**src/rtl/meas_disc_if.sv**
```systemverilog
// meas_disc_if: per-core sample, acquisition-control and result signals of meas_disc.
interface meas_disc_if #(
   parameter int N_CORES      = 5,
   parameter int SAMPLE_WIDTH = 16,
   parameter int ACC_WIDTH    = 32,
   parameter int LEN_WIDTH    = 12
);
   logic [N_CORES-1:0][SAMPLE_WIDTH-1:0] iq_i;
   logic [N_CORES-1:0]                   iq_valid;
   logic [N_CORES-1:0]                   acq_start;
   logic [N_CORES-1:0][LEN_WIDTH-1:0]    acq_len;
   logic [N_CORES-1:0][ACC_WIDTH-1:0]    thresh;
   logic [N_CORES-1:0]                   meas;
   logic [N_CORES-1:0]                   meas_valid;
   logic [N_CORES-1:0]                   meas_err;
   modport master (
      output iq_i, iq_valid, acq_start, acq_len, thresh,
      input  meas, meas_valid, meas_err
   );
   modport slave (
      input  iq_i, iq_valid, acq_start, acq_len, thresh,
      output meas, meas_valid, meas_err
   );
endinterface

```
**src/rtl/meas_disc.sv**
```systemverilog
// meas_disc: per-core integrate-and-threshold state discriminator.
// Each channel sums acq_len I samples with saturation and compares the total to thresh.
module meas_disc #(
   parameter int N_CORES      = 5,
   parameter int SAMPLE_WIDTH = 16,
   parameter int ACC_WIDTH    = 32,
   parameter int LEN_WIDTH    = 12
) (
   input logic        clk,
   input logic        reset,
   meas_disc_if.slave bus
);
   typedef enum logic [1:0] {IDLE, ACCUM, DONE} state_e;
   state_e                      state_q [N_CORES];
   state_e                      state_d [N_CORES];
   logic signed [ACC_WIDTH-1:0] acc_q   [N_CORES];
   logic signed [ACC_WIDTH-1:0] acc_d   [N_CORES];
   logic signed [ACC_WIDTH-1:0] thr_q   [N_CORES];
   logic signed [ACC_WIDTH-1:0] thr_d   [N_CORES];
   logic [LEN_WIDTH-1:0]        len_q   [N_CORES];
   logic [LEN_WIDTH-1:0]        len_d   [N_CORES];
   logic [LEN_WIDTH-1:0]        cnt_q   [N_CORES];
   logic [LEN_WIDTH-1:0]        cnt_d   [N_CORES];
   logic [N_CORES-1:0]          meas_q, meas_d, mv_q, mv_d, err_q, err_d;
   // One guard bit catches overflow; clamp toward the sign of the true sum.
   function automatic logic signed [ACC_WIDTH-1:0] sat_add(
      input logic signed [ACC_WIDTH-1:0]    a,
      input logic signed [SAMPLE_WIDTH-1:0] s
   );
      logic signed [ACC_WIDTH:0] sum;
      sum = (ACC_WIDTH+1)'(a) + (ACC_WIDTH+1)'(s);
      return (sum[ACC_WIDTH] == sum[ACC_WIDTH-1]) ? sum[ACC_WIDTH-1:0]
                                                  : {sum[ACC_WIDTH], {(ACC_WIDTH-1){~sum[ACC_WIDTH]}}};
   endfunction
   always_comb begin
      meas_d = meas_q;
      mv_d   = '0;
      err_d  = err_q;
      for (int c = 0; c < N_CORES; c++) begin
         state_d[c] = state_q[c];
         acc_d[c]   = acc_q[c];
         cnt_d[c]   = cnt_q[c];
         len_d[c]   = len_q[c];
         thr_d[c]   = thr_q[c];
         err_d[c]   = err_q[c] | (bus.acq_start[c] & (state_q[c] != IDLE));
         unique case (state_q[c])
            IDLE: if (bus.acq_start[c]) begin
               len_d[c]   = bus.acq_len[c];
               thr_d[c]   = bus.thresh[c];
               acc_d[c]   = '0;
               cnt_d[c]   = '0;
               state_d[c] = (bus.acq_len[c] != '0) ? ACCUM : DONE;
            end
            ACCUM: if (bus.iq_valid[c]) begin
               acc_d[c] = sat_add(acc_q[c], bus.iq_i[c]);
               cnt_d[c] = cnt_q[c] + LEN_WIDTH'(1);
               if (cnt_q[c] + LEN_WIDTH'(1) == len_q[c]) state_d[c] = DONE;
            end
            DONE: begin
               meas_d[c]  = (acc_q[c] >= thr_q[c]);
               mv_d[c]    = 1'b1;
               state_d[c] = IDLE;
            end
            default: state_d[c] = IDLE;
         endcase
      end
   end
   always_ff @(posedge clk or posedge reset) begin
      if (reset) begin
         for (int c = 0; c < N_CORES; c++) begin
            state_q[c] <= IDLE;
            acc_q[c]   <= '0;
            thr_q[c]   <= '0;
            len_q[c]   <= '0;
            cnt_q[c]   <= '0;
         end
         meas_q <= '0;
         mv_q   <= '0;
         err_q  <= '0;
      end else begin
         state_q <= state_d;
         acc_q   <= acc_d;
         thr_q   <= thr_d;
         len_q   <= len_d;
         cnt_q   <= cnt_d;
         meas_q  <= meas_d;
         mv_q    <= mv_d;
         err_q   <= err_d;
      end
   end
   assign bus.meas       = meas_q;
   assign bus.meas_valid = mv_q;
   assign bus.meas_err   = err_q;
endmodule

```
**src/flat_wrapper.sv**
```systemverilog
// flat-port wrapper written by rule: the top's interface ports become plain ports
module meas_disc_flat 
#(
   parameter int N_CORES      = 5,
   parameter int SAMPLE_WIDTH = 16,
   parameter int ACC_WIDTH    = 32,
   parameter int LEN_WIDTH    = 12
)
  (clk, reset, bus_iq_i, bus_iq_valid, bus_acq_start, bus_acq_len, bus_thresh, bus_meas, bus_meas_valid, bus_meas_err);
  meas_disc_if #(.N_CORES(N_CORES), .SAMPLE_WIDTH(SAMPLE_WIDTH), .ACC_WIDTH(ACC_WIDTH), .LEN_WIDTH(LEN_WIDTH)) bus_i ();
  input logic clk;
  input logic reset;
  input wire logic [$bits(bus_i.iq_i)-1:0] bus_iq_i;
  input wire logic [$bits(bus_i.iq_valid)-1:0] bus_iq_valid;
  input wire logic [$bits(bus_i.acq_start)-1:0] bus_acq_start;
  input wire logic [$bits(bus_i.acq_len)-1:0] bus_acq_len;
  input wire logic [$bits(bus_i.thresh)-1:0] bus_thresh;
  output wire logic [$bits(bus_i.meas)-1:0] bus_meas;
  output wire logic [$bits(bus_i.meas_valid)-1:0] bus_meas_valid;
  output wire logic [$bits(bus_i.meas_err)-1:0] bus_meas_err;
  assign bus_i.iq_i = bus_iq_i;
  assign bus_i.iq_valid = bus_iq_valid;
  assign bus_i.acq_start = bus_acq_start;
  assign bus_i.acq_len = bus_acq_len;
  assign bus_i.thresh = bus_thresh;
  assign bus_meas = bus_i.meas;
  assign bus_meas_valid = bus_i.meas_valid;
  assign bus_meas_err = bus_i.meas_err;
  meas_disc #(.N_CORES(N_CORES), .SAMPLE_WIDTH(SAMPLE_WIDTH), .ACC_WIDTH(ACC_WIDTH), .LEN_WIDTH(LEN_WIDTH)) u_core (.clk(clk), .reset(reset), .bus(bus_i));
endmodule
```
**config.mk**
```make
export PLATFORM = sky130hd
export DESIGN_NAME = meas_disc_flat
export DESIGN_NICKNAME = d
export VERILOG_FILES = /design/src/rtl/meas_disc_if.sv /design/src/rtl/meas_disc.sv /design/src/flat_wrapper.sv
export SDC_FILE = /design/constraint.sdc
export NUM_CORES = 2
export LEC_CHECK = 0
export ABC_AREA = 1
export CORE_UTILIZATION = 25
export CTS_BUF_LIST = sky130_fd_sc_hd__clkbuf_4 sky130_fd_sc_hd__clkbuf_8 sky130_fd_sc_hd__clkbuf_16
export CTS_CLUSTER_SIZE = 25
export DETAILED_ROUTE_END_ITERATION = 16
export GPL_TIMING_DRIVEN = 0
export PLACE_DENSITY = 0.46
export SYNTH_ARGS = -nofsm -noshare
export SYNTH_HDL_FRONTEND = slang
export SYNTH_SLANG_ARGS = --single-unit
```
**constraint.sdc**
```tcl
create_clock -name clk -period 19.8 [get_ports clk]
set_input_delay 2.97 -clock clk [delete_from_list [all_inputs] [get_ports clk]]
set_output_delay 2.97 -clock clk [all_outputs]
set_load 0.01 [all_outputs]
```
==> results.md <==
- Crit-path max FO: 17
- Design Power: 7.32 mW
- Fin worst setup slack: roughly 14 ns
- CTS Hold Bufs: 0
- Syn_area_per_cell: around 6.7 um^2
- Arr. time, crit path: between 6 and 7 ns
- Chip width: between 300 and 400 um
- Hold Crit Class: register to register
- Core area: 142000 um^2
- Leak: 22.7 nW
- Final Critical Period: 5.61 ns
- Synth-to-layout area growth: 22.2%
- Final core utilization: between 30% and 40%
- Worst skew pair latency: roughly 0.66 ns
- DP Cell Count: 7555
- Final Hold Fails: 0
- Final Max Slew Viols: 0
- Final setup violation count: 0
- EDFF count, synth: 0
- Mapped Nets: about 6k
- Max Cap Viol: 0
- Headroom to the max-slew limit: ~18%
- Area post-placement: around 42000 um^2
- Initial DRC Count: between 1.5k and 2k
- Vias per cell: approximately 4.4
- RSZ-0062 raised after global routing: false
- DRC violations left: 0
- Routed length per instance: 15.3 um
- RR Endpoint: u_core.bus.meas[1]
- Top_reg_cell synth: dfrtp_1
- GPL Wtd Cong: about 0.88
- Worst stage delay on the critical path: around 0.86 ns
- CTS Buf Count: 66
- Non-Filler Instances: 7675
- Final Routed Wirelength: 118000 um
- Layout cell share with drive strength beyond 1: between 4 and 5%
- Post-synth ARST share: 100%
- Top Family by Delay on Critical Path: buffers and inverters
- Hold path startpoint: u_core.bus.meas_err[2]
- GR Util All Layers: approximately 16%
- Max Root-Sink Buffers: 3
- CTS Sinks: 465
- CP endpoint kind: register
- Crit share post-route: 28.4%
- Die H: between 300 and 400 um
- Post-synthesis cell area: approximately 36000 um^2
- Clock slew at reported path FFs: roughly 0.060 ns
- Most frequent cells in the layout: nand2_1, inv_1, dfrtp_1
- Vias: between 30k and 40k
- Outcome: complete, no violations
- Clock skew: between 0.02 and 0.03 ns
- Nets: between 6k and 7k
- Total iterations of the first detailed-routing run: 7
- VDD IR max: 0.0678 mV
- Worst Hold End: u_core.bus.meas_err[2]
- HPWL Detailed: 95600 um
- First-pass GRT wire length: 187000 um
- # H-tree levels: 3
- R2R Setup Slk: approximately 17 ns
- Critical path type: input pin to register
- Netlist cell types: between 40 and 50
- Ports: 327
- Die area: between 100000 and 150000 um^2
- Setup bufs post-CTS: 0
- Sequential share of the synthesized area: 32.4%
- Final ANT Viol Nets: 0
- Buf/Inv on CP: 2
- Initial antenna violation count: 19
- Largest net degree at the start of global routing: just over 90
- Fmax achieved: approximately 0.18 GHz
- CTS tree: built
- Crit path launch type: input pin
- I/O Buffers: roughly 330
- Post-Route Setup TNS: 0 ns
- FF-to-FF Start: u_core.acc_q[127]
- Final instance area: around 44000 um^2
- FF-to-FF path depth: 10
- CTS root buf: clkbuf_16
- Initial Util: 25.3%
- PwrDens: between 150 and 200 nW/um^2
- Worst Max-Slew Pin Slew: about 1.2 ns
- Worst Path Required: 20.34 ns
- Post-CTS Resized: 0
- Slowest cell on the critical path: clkdlybuf4s50_1
- Post-Place Worst Slack: between 10 and 15 ns
- Worst Hold Path Cells: 1
- Via count of the first global-routing pass: 33.4k
- CP Cell Sequence: clkdlybuf4s50_1 > ha_1 > a21oi_1 > nand2_1 > nand2_1 > nand2_1 > a21oi_2 > nand2_1 > nand2_1 > nand2_1 > nand2_1 > buf_2 > nand3_1 > nand2_1 > nand2_1
- FP Rows: ~140
- Congestion Overflow GR: 0
- CP most frequent cell: nand2_1
- Commonest non-fill, non-tap cell in the layout: nand2_1
- Worst hold margin: between 0.4 and 0.5 ns
- Synth warn: 0
- Mapped Cells: around 5.3k
- Yosys reg bits: 465
worst register-to-register path, stage by stage, from the launching register on:
cell and delay (ns):
dfrtp_1 0.42, ha_1 0.41, nand2_1 0.11, nor2_1 0.14
nand2_1 0.10, nor4_1 0.98, nand2_1 0.17, nand3_1 0.11
nand2_1 0.05, nor2_1 0.11, nor2_1 0.05
cell families (layout without fill, tap and decap cells):
kind of cell / count (synthesis) / count (layout) / share of synthesized area, %
buf+inv: 865 / 1312 / 9.60
compound gates: 608 / 608 / 9.29
other cells: 0 / 4 / 0
xor+xnor: 131 / 131 / 3.35
flops: 465 / 465 / 32.4
fa+ha+maj: 330 / 330 / 11.6
simple gates: 2935 / 2935 / 33.8
cells in the mapped netlist (5+ instances only):
| cell type | instances | share of area, % |
|---|---|---|
| nand2_1 | 2030 | 21 |
| inv_1 | 745 | 7.8 |
| dfrtp_1 | 465 | 32 |
| nor2_1 | 343 | 3.6 |
| ha_1 | 325 | 11 |
| nand3_1 | 317 | 4.4 |
| o21ai_0 | 276 | 3.8 |
| a21oi_1 | 203 | 2.8 |
| xnor2_1 | 89 | 2.2 |
| clkbuf_1 | 59 | 0.62 |
| nand4_1 | 50 | 0.87 |
| nand3b_1 | 49 | 1.0 |
| nor3_1 | 49 | 0.68 |
| o21bai_1 | 49 | 1.0 |
| o22ai_1 | 41 | 0.71 |
| xor2_1 | 38 | 0.93 |
| nand2_2 | 29 | 0.51 |
| buf_4 | 20 | 0.42 |
| and2_1 | 18 | 0.31 |
| buf_6 | 15 | 0.47 |
| nor4_1 | 14 | 0.24 |
| a31oi_1 | 13 | 0.23 |
| nand3_2 | 13 | 0.36 |
| buf_2 | 11 | 0.15 |
| o211ai_1 | 8 | 0.17 |
| inv_2 | 7 | 0.073 |
| nor3b_2 | 7 | 0.24 |
| a21oi_2 | 6 | 0.15 |
| or2_1 | 6 | 0.10 |
| fa_1 | 5 | 0.28 |
cell type report:
| class | count | area [um^2] |
|---|---|---|
| antenna | 4 | 10.0 |
| sequential | 465 | 11600 |
| timing repair buffer | 331 | 3400 |
| tap | 1890 | 2360 |
| clock inverter | 25 | 262 |
| clock buffer | 91 | 1910 |
| inverter | 756 | 2850 |
| buffer | 109 | 611 |
| multi-input combinational | 4004 | 20800 |
| fill | 15600 | 98200 |
routing by layer:
metal	vias to the layer above	wire length (um)	track usage, %
met4	14	2630	3.99
met2	555	51100	25.6
met3	132	5450	3.05
met1	15400	58600	22.6
met5	-	87	0
li1	17800	-	-
power by group:
| group | total [mW] | switching, mW | internal [mW] |
|---|---|---|---|
| sequential | 1.74 | 0.328 | 1.41 |
| combinational | 4.37 | 2.72 | 1.66 |
| clock | 1.21 | 0.487 | 0.719 |
worst max path at each step:
stage | from | to | slack [ns] | cells after the start
final | bus_iq_i[47] | u_core.acc_q[92] | 14.19 | 15
after detailed placement | bus_iq_i[47] | u_core.acc_q[92] | 13.47 | 15
after CTS | bus_iq_i[47] | u_core.acc_q[92] | 14.23 | 15
after global placement | reset | u_core.thr_q[33] | -3.91 | 2
after floorplan | reset | u_core.acc_q[0] | 3.86 | 1
after global routing | bus_iq_i[47] | u_core.acc_q[88] | 13.93 | 15
flip-flops by register name, summed over array words and instances, names as in the netlist:
signal,cells
u_core.acc_q,160
u_core.bus.meas,5
u_core.bus.meas_err,5
u_core.bus.meas_valid,5
u_core.cnt_q,60
u_core.len_q,60
u_core.state_q,10
u_core.thr_q,160
No activity file was read; power rests on OpenSTA's default activity.
